`src/rtl/bus_src_arbiter_if.sv`:
```
// Request/grant bundle between the control unit and the bus source arbiter.
interface bus_src_arbiter_if #(
  parameter int N_SRC = 16,
  parameter int SEL_W = 4
);
  logic [N_SRC-1:0] req;
  logic             xfer_done;
  logic [SEL_W-1:0] sel;
  logic             grant_valid;
  logic [N_SRC-1:0] grant_onehot;
  logic             timeout_err;
  logic             proto_err;

  // Control-unit side: raises requests and signals completed transfers.
  modport master (
    output req, xfer_done,
    input  sel, grant_valid, grant_onehot, timeout_err, proto_err
  );

  // Arbiter side: drives the bus mux select and status pulses.
  modport slave (
    input  req, xfer_done,
    output sel, grant_valid, grant_onehot, timeout_err, proto_err
  );
endinterface

```
`src/rtl/bus_src_arbiter.sv`:
```
// Round-robin arbiter driving the 16:1 bus mux select. A grant is held until
// the consumer reports xfer_done, the requester withdraws, or the grant ages out.
//
// state   | meaning
// --------+-----------------------------------------------------------
// S_IDLE  | no live grant; sel holds its previous value
// S_GRANT | sel is driving the bus, waiting for xfer_done
module bus_src_arbiter #(
  parameter int N_SRC   = 16,
  parameter int SEL_W   = 4,
  parameter int TIMEOUT = 15
) (
  input  logic              clk,
  input  logic              rst,
  bus_src_arbiter_if.slave  bus
);

  typedef enum logic {S_IDLE, S_GRANT} state_t;

  state_t           r_state;
  state_t           w_state_nxt;
  logic [SEL_W-1:0] r_sel,  w_sel_nxt;
  logic [SEL_W-1:0] r_last, w_last_nxt;
  logic [7:0]       r_cnt,  w_cnt_nxt;
  logic             r_gv,   w_gv_nxt;
  logic [N_SRC-1:0] r_onehot, w_onehot_nxt;
  logic             r_tout, w_tout_nxt;
  logic             r_perr, w_perr_nxt;

  logic             w_any_req;
  logic             w_req_sel;
  logic             w_timeout;
  logic [SEL_W-1:0] w_base;
  logic [SEL_W-1:0] w_pick;

  // First set request after 'last', wrapping; the descending scan lets the
  // nearest candidate overwrite farther ones. Wrap relies on N_SRC == 2**SEL_W.
  function automatic logic [SEL_W-1:0] f_pick(input logic [N_SRC-1:0] req,
                                               input logic [SEL_W-1:0] last);
    logic [SEL_W-1:0] idx;
    logic [SEL_W-1:0] pick;
    pick = last;
    for (int k = N_SRC; k >= 1; k--) begin
      idx = last + SEL_W'(k);
      if (req[idx]) pick = idx;
    end
    return pick;
  endfunction

  assign w_any_req = |bus.req;
  assign w_req_sel = bus.req[r_sel];
  assign w_timeout = (r_cnt == 8'(TIMEOUT - 1));
  // A completed transfer moves the pointer before re-arbitration.
  assign w_base    = (r_state == S_GRANT && bus.xfer_done) ? r_sel : r_last;
  assign w_pick    = f_pick(bus.req, w_base);

  // State register.
  always_ff @(posedge clk) begin
    if (rst) r_state <= S_IDLE;
    else     r_state <= w_state_nxt;
  end

  // Next-state decision; xfer_done outranks both withdrawal and timeout.
  always_comb begin
    w_state_nxt = r_state;
    case (r_state)
      S_IDLE:  if (w_any_req) w_state_nxt = S_GRANT;
      S_GRANT: begin
        if (bus.xfer_done || !w_req_sel)
          w_state_nxt = w_any_req ? S_GRANT : S_IDLE;
        else if (w_timeout)
          w_state_nxt = S_IDLE;
      end
      default: w_state_nxt = S_IDLE;
    endcase
  end

  // Next values for the registered outputs, pointer and age counter.
  always_comb begin
    w_sel_nxt  = r_sel;
    w_last_nxt = r_last;
    w_cnt_nxt  = r_cnt;
    w_tout_nxt = 1'b0;
    w_perr_nxt = bus.xfer_done & ~r_gv;
    case (r_state)
      S_IDLE: begin
        if (w_any_req) begin
          w_sel_nxt = w_pick;
          w_cnt_nxt = '0;
        end
      end
      S_GRANT: begin
        if (bus.xfer_done) begin
          w_last_nxt = r_sel;
          if (w_any_req) begin
            w_sel_nxt = w_pick;
            w_cnt_nxt = '0;
          end
        end else if (!w_req_sel) begin
          if (w_any_req) begin
            w_sel_nxt = w_pick;
            w_cnt_nxt = '0;
          end
        end else if (w_timeout) begin
          w_tout_nxt = 1'b1;
          w_last_nxt = r_sel;
          w_cnt_nxt  = '0;
        end else begin
          w_cnt_nxt = r_cnt + 8'd1;
        end
      end
      default: ;
    endcase
    w_gv_nxt     = (w_state_nxt == S_GRANT);
    w_onehot_nxt = w_gv_nxt ? (N_SRC'(1) << w_sel_nxt) : '0;
  end

  // Output and datapath registers.
  always_ff @(posedge clk) begin
    if (rst) begin
      r_sel    <= '0;
      r_last   <= SEL_W'(N_SRC - 1);
      r_cnt    <= '0;
      r_gv     <= 1'b0;
      r_onehot <= '0;
      r_tout   <= 1'b0;
      r_perr   <= 1'b0;
    end else begin
      r_sel    <= w_sel_nxt;
      r_last   <= w_last_nxt;
      r_cnt    <= w_cnt_nxt;
      r_gv     <= w_gv_nxt;
      r_onehot <= w_onehot_nxt;
      r_tout   <= w_tout_nxt;
      r_perr   <= w_perr_nxt;
    end
  end

  assign bus.sel          = r_sel;
  assign bus.grant_valid  = r_gv;
  assign bus.grant_onehot = r_onehot;
  assign bus.timeout_err  = r_tout;
  assign bus.proto_err    = r_perr;

endmodule

```
`src/flat_wrapper.sv`:
```
// flat-port wrapper written by rule: the top's interface ports become plain ports
module bus_src_arbiter_flat 
#(
  parameter int N_SRC   = 16,
  parameter int SEL_W   = 4,
  parameter int TIMEOUT = 15
)
  (clk, rst, bus_req, bus_xfer_done, bus_sel, bus_grant_valid, bus_grant_onehot, bus_timeout_err, bus_proto_err);
  bus_src_arbiter_if #(.N_SRC(N_SRC), .SEL_W(SEL_W)) bus_i ();
  input  logic clk;
  input  logic rst;
  input wire logic [$bits(bus_i.req)-1:0] bus_req;
  input wire logic [$bits(bus_i.xfer_done)-1:0] bus_xfer_done;
  output wire logic [$bits(bus_i.sel)-1:0] bus_sel;
  output wire logic [$bits(bus_i.grant_valid)-1:0] bus_grant_valid;
  output wire logic [$bits(bus_i.grant_onehot)-1:0] bus_grant_onehot;
  output wire logic [$bits(bus_i.timeout_err)-1:0] bus_timeout_err;
  output wire logic [$bits(bus_i.proto_err)-1:0] bus_proto_err;
  assign bus_i.req = bus_req;
  assign bus_i.xfer_done = bus_xfer_done;
  assign bus_sel = bus_i.sel;
  assign bus_grant_valid = bus_i.grant_valid;
  assign bus_grant_onehot = bus_i.grant_onehot;
  assign bus_timeout_err = bus_i.timeout_err;
  assign bus_proto_err = bus_i.proto_err;
  bus_src_arbiter #(.N_SRC(N_SRC), .SEL_W(SEL_W), .TIMEOUT(TIMEOUT)) u_core (.clk(clk), .rst(rst), .bus(bus_i));
endmodule
```
`config.mk`:
```
export PLATFORM = sky130hd
export DESIGN_NAME = bus_src_arbiter_flat
export DESIGN_NICKNAME = d
export VERILOG_FILES = /design/src/rtl/bus_src_arbiter_if.sv /design/src/rtl/bus_src_arbiter.sv /design/src/flat_wrapper.sv
export SDC_FILE = /design/constraint.sdc
export NUM_CORES = 1
export LEC_CHECK = 0
export CORE_MARGIN = 5
export CORE_UTILIZATION = 25
export DETAILED_ROUTE_END_ITERATION = 10
export GPL_ROUTABILITY_DRIVEN = 0
export PLACE_DENSITY_LB_ADDON = 0.3
export SYNTH_ARGS = -nofsm -noshare
export SYNTH_HDL_FRONTEND = slang
export SYNTH_SLANG_ARGS = --single-unit
```
`constraint.sdc`:
```
create_clock -name clk -period 13.75 [get_ports clk]
set_input_delay 4.125 -clock clk [delete_from_list [all_inputs] [get_ports clk]]
set_output_delay 4.125 -clock clk [all_outputs]
set_load 0.02 [all_outputs]
```
==> Word-level counts from Yosys, hierarchy flattened <==
Cells that the tools add are included.
{ "classes": {"add_sub_neg": 16, "n_lt_le_gt_ge": 16, "eq_ne": 1, "shifts": 1, "mux": 65, "n_bitwise": 4, "reduce_logical": 9} }
{ "op_table": {"columns": ["op", "n"], "rows": [
  ["$mux 4", 22],
  ["$lt 4x5->1 const B", 16],
  ["$bmux 1 s4", 16],
  ["$add 4x4->4 const B", 8],
  ["$mux 8", 4],
  ["$mux 1", 20],
  ["$add 4x3->4 const B", 4],
  ["$pmux 8 s2", 1],
  ["$reduce_or 16->1", 1],
  ["$shl 1x4->16 const A", 1],
  ["$add 4x2->4 const B", 2],
  ["$add 8x1->8 const B", 1],
  ["$eq 8x4->1 const B", 1],
  ["$pmux 4 s2", 1],
  ["$add 4x1->4 const B", 1],
  ["$reduce_bool 2->1", 2],
  ["$reduce_or 4->1", 1],
  ["$not 1->1", 3],
  ["$reduce_and 3->1", 1],
  ["$pmux 1 s2", 1],
  ["$reduce_or 2->1", 1],
  ["$and 1x1->1", 1],
  ["$logic_and 1x1->1", 1],
  ["$logic_not 1->1", 1],
  ["$logic_or 1x1->1", 1]
]} }
{ "totals": {"register_bits": 35, "inputBits": 19, "out_inout_bits": 23, "word_cells": 119} }

==> Depth between registers and ports, before layout <==
{ "depth": {"word_depth": 25, "ltp_mapped": 16, "ltp_nobuf": 13} }

==> Least setup slack after synthesis <==
OpenSTA, ideal clock, no wires.
{ "synth_timing": {"kind": "input to register", "startpoint": "in bus_xfer_done", "endpoint": "reg u_core.r_onehot[11] (netlist: u_core.bus.grant_onehot[11])", "setup_ns": 0.087, "arrival_time_ns": 7.531, "t_required_ns": 13.663, "slack_ns": 6.132, "cell_stages": 16, "n_path_buf": 3, "cell_sequence": "buf_4 a21boi_1 nor2_1 inv_1 clkbuf_1 ha_1 xnor2_2 mux4_2 mux2i_4 nor4b_1 a221oi_1 a21oi_1 o211a_1 o21ai_2 buf_2 nor4b_2"} }
{ "synth_between": {"elab_chain_cells": 25, "word_cells_on_any_way": 72, "classes_between": "add/sub: 15; shift: 1; mux: 52; bitwise: 1; reduce/logical: 3"} }
{ "synth_rtl": {"columns": ["item", "line", "source"], "rows": [
  ["start, declared", "flat_wrapper.sv:13", "input wire logic [$bits(bus_i.xfer_done)-1:0] bus_xfer_done;"],
  ["$logic_and 1x1->1", "bus_src_arbiter.sv:54", "assign w_base = (r_state == S_GRANT && bus.xfer_done) ? r_sel : r_last;"],
  ["$mux 4", "bus_src_arbiter.sv:54", null],
  ["$add 4x4->4", "bus_src_arbiter.sv:44", "idx = last + SEL_W'(k);"],
  ["$bmux 1 s4", "bus_src_arbiter.sv:45", "if (req[idx]) pick = idx;"],
  ["$mux 1 (not written as such)", "bus_src_arbiter.sv:45", null],
  ["$mux 4 (15 in a row)", "bus_src_arbiter.sv:45", null],
  ["$mux 4", "bus_src_arbiter.sv:87, bus_src_arbiter.sv:95, bus_src_arbiter.sv:100", null],
  ["$mux 4", "bus_src_arbiter.sv:99", "end else if (!w_req_sel) begin"],
  ["$mux 4", "bus_src_arbiter.sv:93", "if (bus.xfer_done) begin"],
  ["$pmux 4 s2", "bus_src_arbiter.sv:85", "case (r_state)"],
  ["$shl 1x4->16", "bus_src_arbiter.sv:115", "w_onehot_nxt = w_gv_nxt ? (N_SRC'(1) << w_sel_nxt) : '0;"],
  ["end signal, assigned", "bus_src_arbiter.sv:133", "r_onehot <= w_onehot_nxt;"],
  ["end, declared", "bus_src_arbiter.sv:26", "logic [N_SRC-1:0] r_onehot, w_onehot_nxt;"]
]} }
Several ways; a longest one is shown, not always the timed one. The select of a mux whose other input is x is not followed.
A chain may end at the register's enable or synchronous reset.

==> Worst setup path after layout <==
{ "layout_timing": {"startpoint": "in bus_xfer_done", "endpoint": "reg u_core.r_onehot[7] (netlist: u_core.bus.grant_onehot[7])"} }
Same word-level chain as after synthesis.

==> impl_summary.md <==
Drt
The met2 wire length is 5600 um. The total DRC errors in the routed layout is 0. The overall via count from detail_route is 4116.

The post-detailed-route count of antenna-violating nets is 0. The top routing layer in use is met4. In the routed layout, each cell is associated on average with a via count of between 5 and 6. The wire length on met1 is 6110 um.

In the detailed route, the total length drawn on met3 is around 950 um. After detailed routing, the average wire length per cell comes to 17.9 um. For this block, the routed nets add up to 13100 um of wire. The number of detailed-route iterations in the first pass is 5. The first routing iteration left approximately 430 violations.

STA
The clock period minus final worst setup slack is about 9 ns. At the pin with the least slew margin, the transition time is 0.830 ns. The number of hold-slack violations in the final timing report is 0. The share of the cycle needed by the critical path after routing is 63.7%.

The highest attainable clock frequency is 114 MHz. The post-route setup TNS is 0 ns. Clock skew on the completed layout was measured at about 0.0028 ns.

Setup repair after global routing left no endpoint under its margin. The worst slew margin relative to its limit is between 40% and 50%. Hold timing on the final database bottoms out at a slack of 0.507 ns. The count of final max-slew check failures came to 0. Setup violations remaining at the end of the flow were counted as 0.

Die
The vertical die dimension is 135 um. The area of the die is 0.0183 mm2. The initial core utilization is between 20% and 30%.

The core region area is 0.0153 mm2. The number of top-level pins is 42. The placement row count is 45. The floorplan step set the die width to about 140 um.

Setup path
For the worst setup path, the data required time is ~14 ns. Counting both buffers and inverters, the worst setup path holds a total of 3. The data arrival time of the worst path is 8.93 ns. The worst setup path is captured at a flip-flop.

The critical path's top delay family is buffers and inverters. The largest individual stage delay along the critical path comes from the cell clkdlybuf4s50_1. The signal on the critical path passes through clkdlybuf4s50_1, and3_1, nor2_1, buf_4, inv_1, ha_1, xnor2_2, mux4_2, mux2i_4, nor4b_1, a221oi_1, a21oi_1, o211a_1, o21ai_2, nor4bb_1. The peak fanout along the critical path is 17.

The biggest cell delay along the critical path is ~0.67 ns. The path type of the worst setup path is primary input to flip-flop. STA classifies the critical path startpoint as a primary input.

Power and ir drop
The power per standard cell area is between 150 and 200 mW/mm2. The analysis attributes to cell leakage a power of between 1.5 and 2 nW. The maximum ir drop on the vdd rail is ~0.057 mV. Overall power consumption after layout is estimated at 0.869 mW.

Final layout
The most common cell after layout, fill and taps aside is nand3_1. The share of layout cells above drive strength 1 is about an eighth. The footprint of the flip-flops and latches is ~700 um2. The top cell types in the final layout, fill and taps aside, are nand3_1, clkdlybuf4s50_1, nor2_1. Compared with the post-synthesis result, the final layout area differs by 17.4%.

The final net count is between 500 and 600. The final core area utilization is 30.0%. The number of diodes added for antenna fixing is 0. The multi-input logic area is between 0.003 and 0.004 mm2. Counting the fill cells in the layout gives 1669.

Synthesis
The total standard cell area after synthesis is about 0.0039 mm2. The area share of the largest cell type after synthesis is ~18%. The number of enable flip-flop cells after synthesis is 0. The most frequently used flop master after synthesis is dfxtp_1.

Each instance of the synthesized netlist takes up on average 7.88 um2. The netlist uses 77 different library cells. By area the synthesized netlist is led by dfxtp_1, nand3_1, mux4_2, a21oi_1, o21ai_0. After synthesis, flip-flops and latches occupy 17.9% of the total area. The synthesized design contains 35 register bits. The proportion of register bits with asynchronous set or reset after synthesis is 0%.

Of all cell types, the one taking the most synthesized area is dfxtp_1. The total number of yosys warnings is 0. The number of nets produced by synthesis is slightly above 500. Synthesis handed over a netlist of 497 instances.

Clock network
The number of gates resized after CTS was 0. The TritonCTS clock tree is done. The buffer count from post-CTS setup fixing is 0. The number of clock buffers added by TritonCTS is 5. The hold buffer count at cts is 0. For the worst-skew pair, the clock arrives at the later sink with an insertion delay of between 0.2 and 0.3 ns.

In this run the clock root is driven by a clkbuf_16. The H-tree was split into 2 levels. The clock passes through at most 2 buffers. The number of clock sinks is 35.

The clock transition at the registers of the reported paths is roughly 0.05 ns.

Outcome
The run finished with clean final reports.

Global routing
Global routing used 14.0% of the available tracks across all layers. The initial antenna violation count was 0. The via count of the first global-routing pass came to between 3k and 4k. The maximum number of pins on one net before global-route repair is 25. The total overflow left after global routing is 0. The first global-routing pass estimated ~21000 um of wire.

Placed design
After legalization and detailed placement, the total HPWL measured 10200 um. The number of input and output port buffers inserted is between 40 and 50.

Worst hold path
The worst hold path belongs to the class flip-flop to flip-flop.

Flow run
Across the run, the number of max-cap violations was 0.
-- worst paths after layout --
kind	from	end	slack (ns)	cells after the start
worst max register to register	u_core.bus.sel[1]	u_core.bus.grant_onehot[7]	8.90	14
worst min register to register	u_core.r_cnt[7]	u_core.r_cnt[7]	0.51	2
worst min-delay path	u_core.r_cnt[7]	u_core.r_cnt[7]	0.51	2
worst max-delay path	bus_xfer_done	u_core.bus.grant_onehot[7]	4.99	15
-- through the flow --
| step | std cells | cell area, um2 | setup slack [ns] |
|---|---|---|---|
| after global placement | 723 | 4460 | 4.80 |
| after detailed placement | 723 | 4460 | 4.74 |
| after floorplan | 497 | 3920 | 6.13 |
| after global routing | 731 | 4600 | 4.58 |
| after CTS | 731 | 4600 | 5.05 |
| final | 731 | 4600 | 4.99 |
-- layout make-up --
type                       instances  area share, %
multi-input combinational        423           65.7
clock buffer                       6           2.80
tap                              211           5.74
sequential                        35           15.2
inverter                          10          0.816
timing repair buffer              44           9.41
clock inverter                     2          0.272
-- sequential cells by signal, summed over array words and instances (netlist names) --
signal	flops
u_core.bus.grant_onehot	16
u_core.bus.proto_err	1
u_core.bus.sel	4
u_core.bus.timeout_err	1
u_core.r_cnt	8
u_core.r_last	4
u_core.r_state	1
-- routing by layer --
layer  vias to the layer above  track usage (%)
met5                         -                0
met4                         0             4.65
met3                        34             2.82
met2                       202             20.5
met1                      1927             20.5
li1                       1953                -
-- kinds of logic after synthesis --
group | share of synthesized area [%]
adder cells (fa/ha/maj) | 0.958
multiplexers | 13.9
flip-flops | 17.9
buffers and inverters | 4.98
AO/OA/AOI/OAI | 24.5
AND/OR/NAND/NOR | 32.8
XOR/XNOR | 5.01
-- Yosys cell counts (all sizes together) (6+ instances only) --
master and n:
nand3 60, nor2 41, o21ai 38, dfxtp 35
a21oi 33, nand2 28, buf 19, mux2i 19
and2 17, xnor2 16, mux4 12, clkbuf 10
inv 10, nor2b 10, nor3 10, nor4 10
nor4b 10, o211ai 10, and3 9, a211oi 7
a211o 6
-- worst min-delay path: stages (launching register included) --
cell	delay (ns)
dfxtp_1	0.32
o21ai_0	0.08
a21oi_1	0.06
-- where the power goes --
| part | switching [mW] | total [mW] | internal (mW) |
|---|---|---|---|
| clock network | 0.0395 | 0.106 | 0.0667 |
| logic | 0.365 | 0.615 | 0.250 |
| registers | 0.0271 | 0.147 | 0.120 |
| total | 0.432 | 0.869 | 0.437 |
No activity file was read; power rests on OpenSTA's default activity.
